[src/rtl/cmp_pkg.sv]
// cmp_pkg: shared definitions for the 4-bit comparison stage.
//   DEFAULT_WIDTH : operand/result width the comparator is built for
//   cmp_state_e   : operand sequencer FSM states (2-bit encoding)
//   MODE_*        : comparator mode encoding driven on cmp_mode
package cmp_pkg;

  localparam int unsigned DEFAULT_WIDTH = 4;

  typedef enum logic [1:0] {
    WAIT_X = 2'd0,
    WAIT_Y = 2'd1,
    EVAL   = 2'd2,
    HOLD   = 2'd3
  } cmp_state_e;

  localparam logic [1:0] MODE_EQ  = 2'd0;  // x == y, flag in bit 0
  localparam logic [1:0] MODE_XGT = 2'd1;  // x >  y, flag in bit 0
  localparam logic [1:0] MODE_YGT = 2'd2;  // y >  x, flag in bit 0
  localparam logic [1:0] MODE_MAX = 2'd3;  // max(x, y)

endpackage

[src/rtl/cmp_operand_sequencer.sv]
// cmp_operand_sequencer: collects x/y operand beats from a valid/ready stream,
// drives the comparator inputs, captures its result and offers it downstream.
//
// Ports:
//   clk, rst_n            clock, asynchronous active-low reset
//   in_data/in_mode       operand beat; mode is sampled only with the y beat
//   in_valid/in_ready     input handshake
//   cmp_x/cmp_y/cmp_mode  registered comparator inputs
//   cmp_o                 comparator result (combinational from cmp_*)
//   out_data/out_valid    registered result stream
//   out_ready             consumer accepts out_data
//   op_count              completed hand-offs, wraps silently
//
// Build option: CMP_SEQ_CHAIN_EN -- after each hand-off the result becomes the
// next x operand and only a y beat is needed per operation.
module cmp_operand_sequencer
  import cmp_pkg::*;
#(
  parameter int unsigned WIDTH = DEFAULT_WIDTH,
  parameter int unsigned CNT_W = 8
) (
  input  logic             clk,
  input  logic             rst_n,
  input  logic [WIDTH-1:0] in_data,
  input  logic [1:0]       in_mode,
  input  logic             in_valid,
  output logic             in_ready,
  output logic [WIDTH-1:0] cmp_x,
  output logic [WIDTH-1:0] cmp_y,
  output logic [1:0]       cmp_mode,
  input  logic [WIDTH-1:0] cmp_o,
  output logic [WIDTH-1:0] out_data,
  output logic             out_valid,
  input  logic             out_ready,
  output logic [CNT_W-1:0] op_count
);

  cmp_state_e state_q;
  // Holds in_ready low through the first cycle after reset release.
  logic       run_q;
  logic       in_hs;
  logic       out_hs;

  always_comb begin
    in_ready = run_q && ((state_q == WAIT_X) || (state_q == WAIT_Y));
    in_hs    = in_valid && in_ready;
    out_hs   = out_valid && out_ready;
  end

  always_ff @(posedge clk or negedge rst_n) begin
    if (!rst_n) begin
      state_q   <= WAIT_X;
      run_q     <= 1'b0;
      cmp_x     <= '0;
      cmp_y     <= '0;
      cmp_mode  <= MODE_EQ;
      out_data  <= '0;
      out_valid <= 1'b0;
      op_count  <= '0;
    end else begin
      run_q <= 1'b1;
      case (state_q)
        WAIT_X: begin
          if (in_hs) begin
            cmp_x   <= in_data;
            state_q <= WAIT_Y;
          end
        end
        WAIT_Y: begin
          if (in_hs) begin
            cmp_y    <= in_data;
            cmp_mode <= in_mode;
            state_q  <= EVAL;
          end
        end
        EVAL: begin
          out_data  <= cmp_o;
          out_valid <= 1'b1;
          state_q   <= HOLD;
        end
        HOLD: begin
          if (out_hs) begin
            out_valid <= 1'b0;
            op_count  <= op_count + CNT_W'(1);
`ifdef CMP_SEQ_CHAIN_EN
            cmp_x   <= out_data;
            state_q <= WAIT_Y;
`else
            state_q <= WAIT_X;
`endif
          end
        end
        default: state_q <= WAIT_X;
      endcase
    end
  end

endmodule
[config.mk]
export PLATFORM = sky130hd
export DESIGN_NAME = cmp_operand_sequencer
export DESIGN_NICKNAME = d
export VERILOG_FILES = /design/src/rtl/cmp_pkg.sv /design/src/rtl/cmp_operand_sequencer.sv
export SDC_FILE = /design/constraint.sdc
export NUM_CORES = 1
export LEC_CHECK = 0
export BUFFER_PORTS_ARGS = -buffer_cell sky130_fd_sc_hd__buf_2
export CORE_UTILIZATION = 40
export CTS_CLUSTER_SIZE = 24
export DETAILED_ROUTE_END_ITERATION = 10
export GPL_TIMING_DRIVEN = 0
export PLACE_DENSITY_LB_ADDON = 0.05
export SLEW_MARGIN = 20
export SYNTH_ARGS = -nofsm -noshare
export SYNTH_HDL_FRONTEND = slang
export SYNTH_SLANG_ARGS = --single-unit
[constraint.sdc]
create_clock -name clk -period 4.5 [get_ports clk]
set_input_delay 0.225 -clock clk [delete_from_list [all_inputs] [get_ports clk]]
set_output_delay 0.225 -clock clk [all_outputs]
set_load 0.05 [all_outputs]
==> results of run 1 <==
[state kept, by name (all words and copies together) (netlist names)]
signal	flops
out_data	4
op_count	8
cmp_y	4
run_q	1
cmp_mode	2
cmp_x	4
state_q	2
out_valid	1
[metrics by stage]
stage / area, µm² / utilization [%] / cells / setup WS (ns) / hold slack, ns
after detailed placement: 1340 / 52.2 / 148 / 2.96 / 0.258
after floorplan: 1120 / - / 81 / 2.99 / -0.0706
final: 1370 / 53.5 / 152 / 2.82 / 0.134
after CTS: 1370 / 53.5 / 152 / 2.80 / 0.120
after global routing: 1370 / 53.5 / 152 / 2.72 / 0.114
after global placement: 1340 / 52.2 / 148 / 2.96 / 0.252
[placed cells by master, fill, tap and decap left out]
cell,Yosys,final
sky130_fd_sc_hd__buf_2,0,37
sky130_fd_sc_hd__dfrtp_1,26,26
sky130_fd_sc_hd__mux2_2,14,14
sky130_fd_sc_hd__nand2_1,6,6
sky130_fd_sc_hd__xor2_1,5,5
sky130_fd_sc_hd__ha_1,5,5
sky130_fd_sc_hd__nor2_1,4,4
sky130_fd_sc_hd__inv_1,3,3
sky130_fd_sc_hd__nand3_1,3,3
sky130_fd_sc_hd__clkbuf_4,0,3
sky130_fd_sc_hd__mux2_1,2,2
sky130_fd_sc_hd__xnor2_1,2,2
sky130_fd_sc_hd__nor3_1,2,2
sky130_fd_sc_hd__o21a_1,1,1
sky130_fd_sc_hd__o22ai_1,1,1
sky130_fd_sc_hd__nand4_4,1,1
sky130_fd_sc_hd__nor4_4,1,1
sky130_fd_sc_hd__a2bb2oi_1,1,1
sky130_fd_sc_hd__a21oi_1,1,1
sky130_fd_sc_hd__nand4_1,1,1
sky130_fd_sc_hd__mux2i_1,1,1
sky130_fd_sc_hd__dlygate4sd3_1,0,1
sky130_fd_sc_hd__conb_1,1,1
[critical path: stages (launching register included)]
cell                      delay [ns]
sky130_fd_sc_hd__dfrtp_1        0.43
sky130_fd_sc_hd__inv_1          0.10
sky130_fd_sc_hd__ha_1           0.22
sky130_fd_sc_hd__o21a_1         0.14
sky130_fd_sc_hd__buf_2          0.25
[cells by family (layout without fill, tap and decap cells)]
logic type,Yosys count,after routing,synth area share [%]
XOR/XNOR,7,7,5.48
AO/OA/AOI/OAI,4,4,2.46
other,1,1,0.335
adder cells (fa/ha/maj),5,5,5.59
AND/OR/NAND/NOR,18,18,9.95
flip-flops,26,26,58.2
multiplexers,17,17,17.0
buffers and inverters,3,44,1.01
[how the worst min path moves through the flow]
| stage | start | endpoint | slack, ns | cells past startpoint |
|---|---|---|---|---|
| 2_1_floorplan | rst_n | cmp_mode[0]$_DFFE_PN0P_ | -0.07 | 0 |
| 3_3_place_gp | rst_n | op_count[4]$_DFFE_PN0P_ | 0.25 | 1 |
| 3_5_place_dp | rst_n | op_count[4]$_DFFE_PN0P_ | 0.26 | 1 |
| 4_1_cts | cmp_o[1] | out_data[1]$_DFFE_PN0P_ | 0.12 | 2 |
| 5_1_grt | cmp_o[0] | out_data[0]$_DFFE_PN0P_ | 0.11 | 2 |
| 6_report | in_mode[1] | cmp_mode[1]$_DFFE_PN0P_ | 0.13 | 2 |
[layout make-up]
class,count,area [µm²]
timing repair buffer,38,195
sequential,26,651
tap,30,37.5
fill,242,1190
inverter,3,11.3
clock buffer,3,22.5
multi-input combinational,52,457
[per-layer routing]
layer  global-route usage (%)  vias to the layer above  share of wire (%)  routed length, µm
li1                         -                      361                  -                  -
met1                     16.4                      349                 45                837
met2                     22.3                       20                 49                917
met3                     2.50                        2                5.3                 99
met4                     7.69                        0               0.80                 15
met5                        0                        -                  0                  0
==> out/results.txt, run 1 <==
status: finished, final reports clean
total wire length: 1870 µm
Antenna diodes: 0
pin count of the biggest net entering global routing: 27
Yosys top cell by area: sky130_fd_sc_hd__dfrtp_1
combined area of all synthesized cells: 1120 µm²
violation count after the first detailed-routing iteration: 5
Initial DRT Pass Iterations: 4
Crit path arrival time: 1.45 ns
final setup skew: 0.00298 ns
share of flip-flops with an asynchronous set or reset: 100%
Syn-to-layout area delta: 22.8%
kind of launch point of the worst setup path: flip-flop
setup repair after global routing missed its margin: no
Die Height: 54.9 µm
area of the core: 2570 µm²
# Post-CTS Setup Buffers: 0
crit path from: state_q[0]$_DFFE_PN0P_
worst hold-check path type: primary input to flip-flop
vias in the first global route: 633
Worst Tran Pin Value: 0.572 ns
clock slew seen by the registers of the worst setup and hold paths: 0.13 ns
Final setup violation count: 0
num rows: 18
time the final worst path needs with I/O delays and setup: 1.68 ns
maximum clock frequency: 597 MHz
Root Driver: sky130_fd_sc_hd__clkbuf_4
clock network latency to the later pin of the worst-skew pair: 0.31 ns
first-pass GRT wire length: 2750 µm
routed wirelength normalized by instance count: 12.3 µm
total routing resource utilization after global routing: 13.5%
post-synthesis instance total: 81
startpoint of the worst-slack reg-to-reg timing path: state_q[0]$_DFFE_PN0P_
number of nets with antenna violations after routing: 0
effective utilization at floorplan: 43.6%
R2R cell count: 5
number of design rule violations left after detail routing: 0
crit-path max FO: 4
portion of synthesized cell area occupied by the leading cell type: 58.2%
Synth warnings: 0
headroom to the max-slew limit: 61.8%
CTS tree: built
Post-synth EDFFs: 0
Avg Synthesized Cell Area: 13.8 µm²
HPWL after detailed placement: 1400 µm
Boundary Pins: 38
cell with the most instances after synthesis: sky130_fd_sc_hd__dfrtp_1
number of endpoints with negative hold slack in the final report: 0
last element of the critical path: in_ready
Slew Limit Fails: 0
Hold Buf Count CTS: 1
classification of the worst setup path: flip-flop to output port
number of clock buffers inserted by TritonCTS: 3
vias per cell: 4.82
share of layout cells above drive strength 1: 45.9%
total overflow reported by the global router: 0
most numerous cell types in the synthesized netlist: sky130_fd_sc_hd__dfrtp_1 (26), sky130_fd_sc_hd__mux2_2 (14), sky130_fd_sc_hd__nand2_1 (6)
reg2reg end: state_q[1]$_DFFE_PN0P_
synthesized net count: 100
CTS H-tree depth: 1
final weighted congestion in routability-driven placement: 0.739
die boundary width: 54.9 µm
CP Data Required Time: 4.28 ns
sequential share of the synthesized area: 58.2%
maximum count of clock buffers along a single path: 2
net total in the final layout: 143
number of max-cap violations: 0
via total after detailed routing: 732
Total Die Area: 3010 µm²
setup slack of the worst register-to-register path: 2.93 ns
number of flip-flops and latches in the synthesized netlist: 26
type of element capturing the critical path: output port
Top FF cell, synth: sky130_fd_sc_hd__dfrtp_1
count of input and output buffers: 37
main area contributors after synthesis: sky130_fd_sc_hd__dfrtp_1 (58%), sky130_fd_sc_hd__mux2_2 (14%), sky130_fd_sc_hd__ha_1 (5.6%)
total clock sinks: 26
Final period util: 37.2%
number of resized instances in the post-cts repair step: 0
count of unique library cells instantiated by Yosys: 20
final total negative setup slack: 0 ns
number of antenna violations at the first check in global routing: 0
Power of run 1 is left out: the tool's default activity adds up to more than one toggle a clock period on the data nets, which glitch-free logic cannot reach.
==> inputs of run 2 (changes only) <==
--- a/config.mk
+++ b/config.mk
@@ -5,6 +5,7 @@
 export SDC_FILE = /design/constraint.sdc
 export NUM_CORES = 1
 export LEC_CHECK = 0
+export ABC_AREA = 1
 export BUFFER_PORTS_ARGS = -buffer_cell sky130_fd_sc_hd__buf_2
 export CORE_UTILIZATION = 40
 export CTS_CLUSTER_SIZE = 24
==> constraint.sdc (replaced) <==
create_clock -name clk -period 1.5 [get_ports clk]
set_input_delay 0.075 -clock clk [delete_from_list [all_inputs] [get_ports clk]]
set_output_delay 0.075 -clock clk [all_outputs]
set_load 0.05 [all_outputs]
==> run 2 against run 1 <==
Net effect: worst hold slack got worse by 0.12 ns; sequential cell count did not move; utilization up 4.5 points; clock-buffer cell count is the same; clock skew increased by 0.0042 ns; first-iteration DRC count increased to 7.2 times the previous value; critical path type is now flip-flop to flip-flop; largest cell class unchanged.
==> out/results.txt, run 2 <==
status: finished, final reports clean (unchanged)
Slowest Stage Delay on Critical Path: 0.48 ns (was 0.43 ns)
number of flip-flops in the largest register: 8 (unchanged)
Syn-to-layout area delta: 36.5% (was 22.8%)
relative contribution of sequential cells to total power: 33.5%
Root Driver: sky130_fd_sc_hd__clkbuf_4 (unchanged)
number of clock buffers inserted by TritonCTS: 3 (unchanged)
most common cell after layout, fill and taps aside: sky130_fd_sc_hd__nand2_1 (was sky130_fd_sc_hd__buf_2)
internal cell power: 1.64 mW
share of layout cells above drive strength 1: 34.1% (was 45.9%)
Crit path arrival time: 1.69 ns (was 1.45 ns)
total power: 3.47 mW
number of max-cap violations: 0 (unchanged)
share of total power in combinational logic: 58.1%
combined area of all synthesized cells: 1180 µm² (was 1120 µm²)
time the final worst path needs with I/O delays and setup: 1.47 ns
first-pass GRT wire length: 3970 µm (was 2750 µm)
setup repair after global routing missed its margin: yes (was no)
crit-path max FO: 8 (was 4)
post-synthesis instance total: 134 (was 81)
total routing resource utilization after global routing: 16.0% (was 13.5%)
count of unique library cells instantiated by Yosys: 18 (was 20)
net total in the final layout: 206 (was 143)
maximum count of clock buffers along a single path: 2 (unchanged)
number of antenna violations at the first check in global routing: 0 (unchanged)
num rows: 19 (was 18)
classification of the worst setup path: flip-flop to flip-flop (was flip-flop to output port)
Die Height: 56.3 µm (was 54.9 µm)
most numerous cell types in the synthesized netlist: sky130_fd_sc_hd__nand2_1 (50), sky130_fd_sc_hd__dfrtp_1 (26), sky130_fd_sc_hd__inv_1 (18) (was sky130_fd_sc_hd__dfrtp_1 (26), sky130_fd_sc_hd__mux2_2 (14), sky130_fd_sc_hd__nand2_1 (6))
cell chain of the critical path: inv_2 > ha_4 > nor2_4 > nor3_4 > nand2_4 > nand2_2 > o21ai_2 (was inv_1 > ha_1 > o21a_1 > buf_2)
Final setup violation count: 0 (unchanged)
Pwr Density: 2150 nW/µm²
worst hold-check path type: primary input to flip-flop (unchanged)
CTS H-tree depth: 1 (unchanged)
violation count after the first detailed-routing iteration: 36 (was 5)
switch share: 52.8%
type of element capturing the critical path: flip-flop (was output port)
number of flip-flops and latches in the synthesized netlist: 26 (unchanged)
pin count of the biggest net entering global routing: 27 (unchanged)
sequential share of the synthesized area: 55.1% (was 58.2%)
via total after detailed routing: 1,003 (was 732)
final weighted congestion in routability-driven placement: 0.700 (was 0.739)
total overflow reported by the global router: 0 (unchanged)
headroom to the max-slew limit: 61.4% (was 61.8%)
clock power share: 8.4%
top library cells by usage in the layout, fill and taps aside: sky130_fd_sc_hd__nand2_1 (46), sky130_fd_sc_hd__buf_2 (36), sky130_fd_sc_hd__dfrtp_1 (25) (was sky130_fd_sc_hd__buf_2 (37), sky130_fd_sc_hd__dfrtp_1 (26), sky130_fd_sc_hd__mux2_2 (14))
vias per cell: 4.64 (was 4.82)
Crit-path slowest cell: sky130_fd_sc_hd__dfrtp_2 (was sky130_fd_sc_hd__dfrtp_1)
Post-synth EDFFs: 0 (unchanged)
setup slack at placement: 0.0266 ns (was 2.96 ns)
Antenna diodes: 0 (unchanged)
Yosys top cell by area: sky130_fd_sc_hd__dfrtp_1 (unchanged)
static leakage: 0.909 nW
Boundary Pins: 38 (unchanged)
final hold slack: 0.0116 ns (was 0.134 ns)
clock network latency to the later pin of the worst-skew pair: 0.31 ns (about the same)
effective utilization at floorplan: 42.5% (was 43.6%)
maximum clock frequency: 681 MHz
combined buffer and inverter count along the critical path: 1 (was 2)
peak supply drop: 0.00137 V
Top FF cell, synth: sky130_fd_sc_hd__dfrtp_1 (unchanged)
total wire length: 2350 µm (was 1870 µm)
gate family responsible for the most delay along the worst path: simple AND/OR/NAND/NOR gates (was flip-flops)
count of input and output buffers: 37 (unchanged)
Initial DRT Pass Iterations: 4 (unchanged)
number of nets with antenna violations after routing: 0 (unchanged)
clock slew seen by the registers of the worst setup and hold paths: 0.13 ns (about the same)
vias in the first global route: 965 (was 633)
Largest Register: op_count (unchanged)
Worst Tran Pin Value: 0.580 ns (was 0.572 ns)
die boundary width: 56.3 µm (was 54.9 µm)
number of design rule violations left after detail routing: 0 (unchanged)
routed wirelength normalized by instance count: 10.9 µm (was 12.3 µm)
Slew Limit Fails: 0 (unchanged)
share of flip-flops with an asynchronous set or reset: 100% (unchanged)
HPWL after detailed placement: 1540 µm (was 1400 µm)
Synth warnings: 0 (unchanged)
Final period util: 97.9%
final setup skew: 0.00720 ns (was 0.00298 ns)
Avg Synthesized Cell Area: 8.81 µm² (was 13.8 µm²)
reported net switching power: 1.83 mW
total clock sinks: 26 (unchanged)
main area contributors after synthesis: sky130_fd_sc_hd__dfrtp_1 (55%), sky130_fd_sc_hd__nand2_1 (16%), sky130_fd_sc_hd__inv_1 (5.7%) (was sky130_fd_sc_hd__dfrtp_1 (58%), sky130_fd_sc_hd__mux2_2 (14%), sky130_fd_sc_hd__ha_1 (5.6%))
synthesized net count: 153 (was 100)
CP Data Required Time: 1.72 ns (was 4.28 ns)
portion of synthesized cell area occupied by the leading cell type: 55.1% (was 58.2%)
area of the core: 2780 µm² (was 2570 µm²)
cell with the most instances after synthesis: sky130_fd_sc_hd__nand2_1 (was sky130_fd_sc_hd__dfrtp_1)
CTS tree: built (unchanged)
final worst slack: 0.0310 ns (was 2.82 ns)
Total Die Area: 3170 µm² (was 3010 µm²)
number of endpoints with negative hold slack in the final report: 0 (unchanged)
kind of launch point of the worst setup path: flip-flop (unchanged)
run 2: what timing repair did:
action,in CTS,in global routing
pin swaps,1,5
resized for setup,4,18
buffers inserted,2,1
hold buffers,8,0
endpoints found under the hold margin,34,0
setup endpoints to repair,1,14
run 2: worst register-to-register path: cells and delay by family, from the launching register on:
family | cells | cell delay, ns
buffers and inverters | 1 | 0.10
AOI/OAI and AO/OA | 1 | 0.05
adders and majority gates | 1 | 0.17
DFF | 1 | 0.48
and+or+nand+nor | 4 | 0.59
run 2: final cells by class:
type                            instances  area [µm²]
Clock buffer                            3        22.5
Tap cell                               31        38.8
Multi-Input combinational cell         90         538
Fill cell                             256        1170
Sequential cell                        26         652
Inverter                               18        67.6
Timing Repair Buffer                   48         294
run 2: kinds of logic (layout without fill, tap and decap cells):
group	Yosys count	count (layout)	synth area share, %
AO/OA/AOI/OAI	10	10	4.34
XOR/XNOR	5	5	3.71
adder cells (fa/ha/maj)	5	5	5.30
buffers and inverters	18	69	5.72
flip-flops	26	26	55.1
other	1	1	0.317
AND/OR/NAND/NOR	69	69	25.5
run 2: path summary, 6_finish.rpt:
check                                        start                      end  slack [ns]  cells after the start
min in group asynchronous                    rst_n  op_count[2]$_DFFE_PN0P_        0.27                      2
min reg2reg                out_data[1]$_DFFE_PN0P_  out_data[1]$_DFFE_PN0P_        0.49                      2
max reg2reg                 state_q[0]$_DFFE_PN0P_     cmp_x[1]$_DFFE_PN0P_        0.03                      7
max in group asynchronous                    rst_n   state_q[0]$_DFFE_PN0P_        0.81                      2
max                         state_q[0]$_DFFE_PN0P_     cmp_x[1]$_DFFE_PN0P_        0.03                      7
min                                     in_data[2]     cmp_x[2]$_DFFE_PN0P_        0.01                      3
run 2: per-layer routing:
layer,routed length [µm],global-route usage (%)
met5,0,0
met4,34,6.27
met3,105,3.23
met2,1180,28.6
met1,1020,18.6
run 2: stage by stage:
step / utilization [%] / std cells / TNS (ns) / instance area (µm²)
after floorplan: - / 134 / 0 / 1180
after global placement: 50.5 / 202 / 0 / 1410
after detailed placement: 50.5 / 202 / 0 / 1410
after CTS: 55.2 / 215 / -0.0137 / 1540
after global routing: 58.0 / 216 / -0.405 / 1610
final: 58.0 / 216 / 0 / 1610
run 2: power by group through the flow:
stage	combinational (mW)	sequential (mW)	clock [mW]
2_1_floorplan	0.592	1.93	0
3_3_place_gp	1.75	1.14	0
3_5_place_dp	1.78	1.15	0
4_1_cts	1.87	1.13	0.306
5_1_grt	2.17	1.19	0.325
6_report	2.01	1.16	0.292
Power figures use the tool's default switching activity.
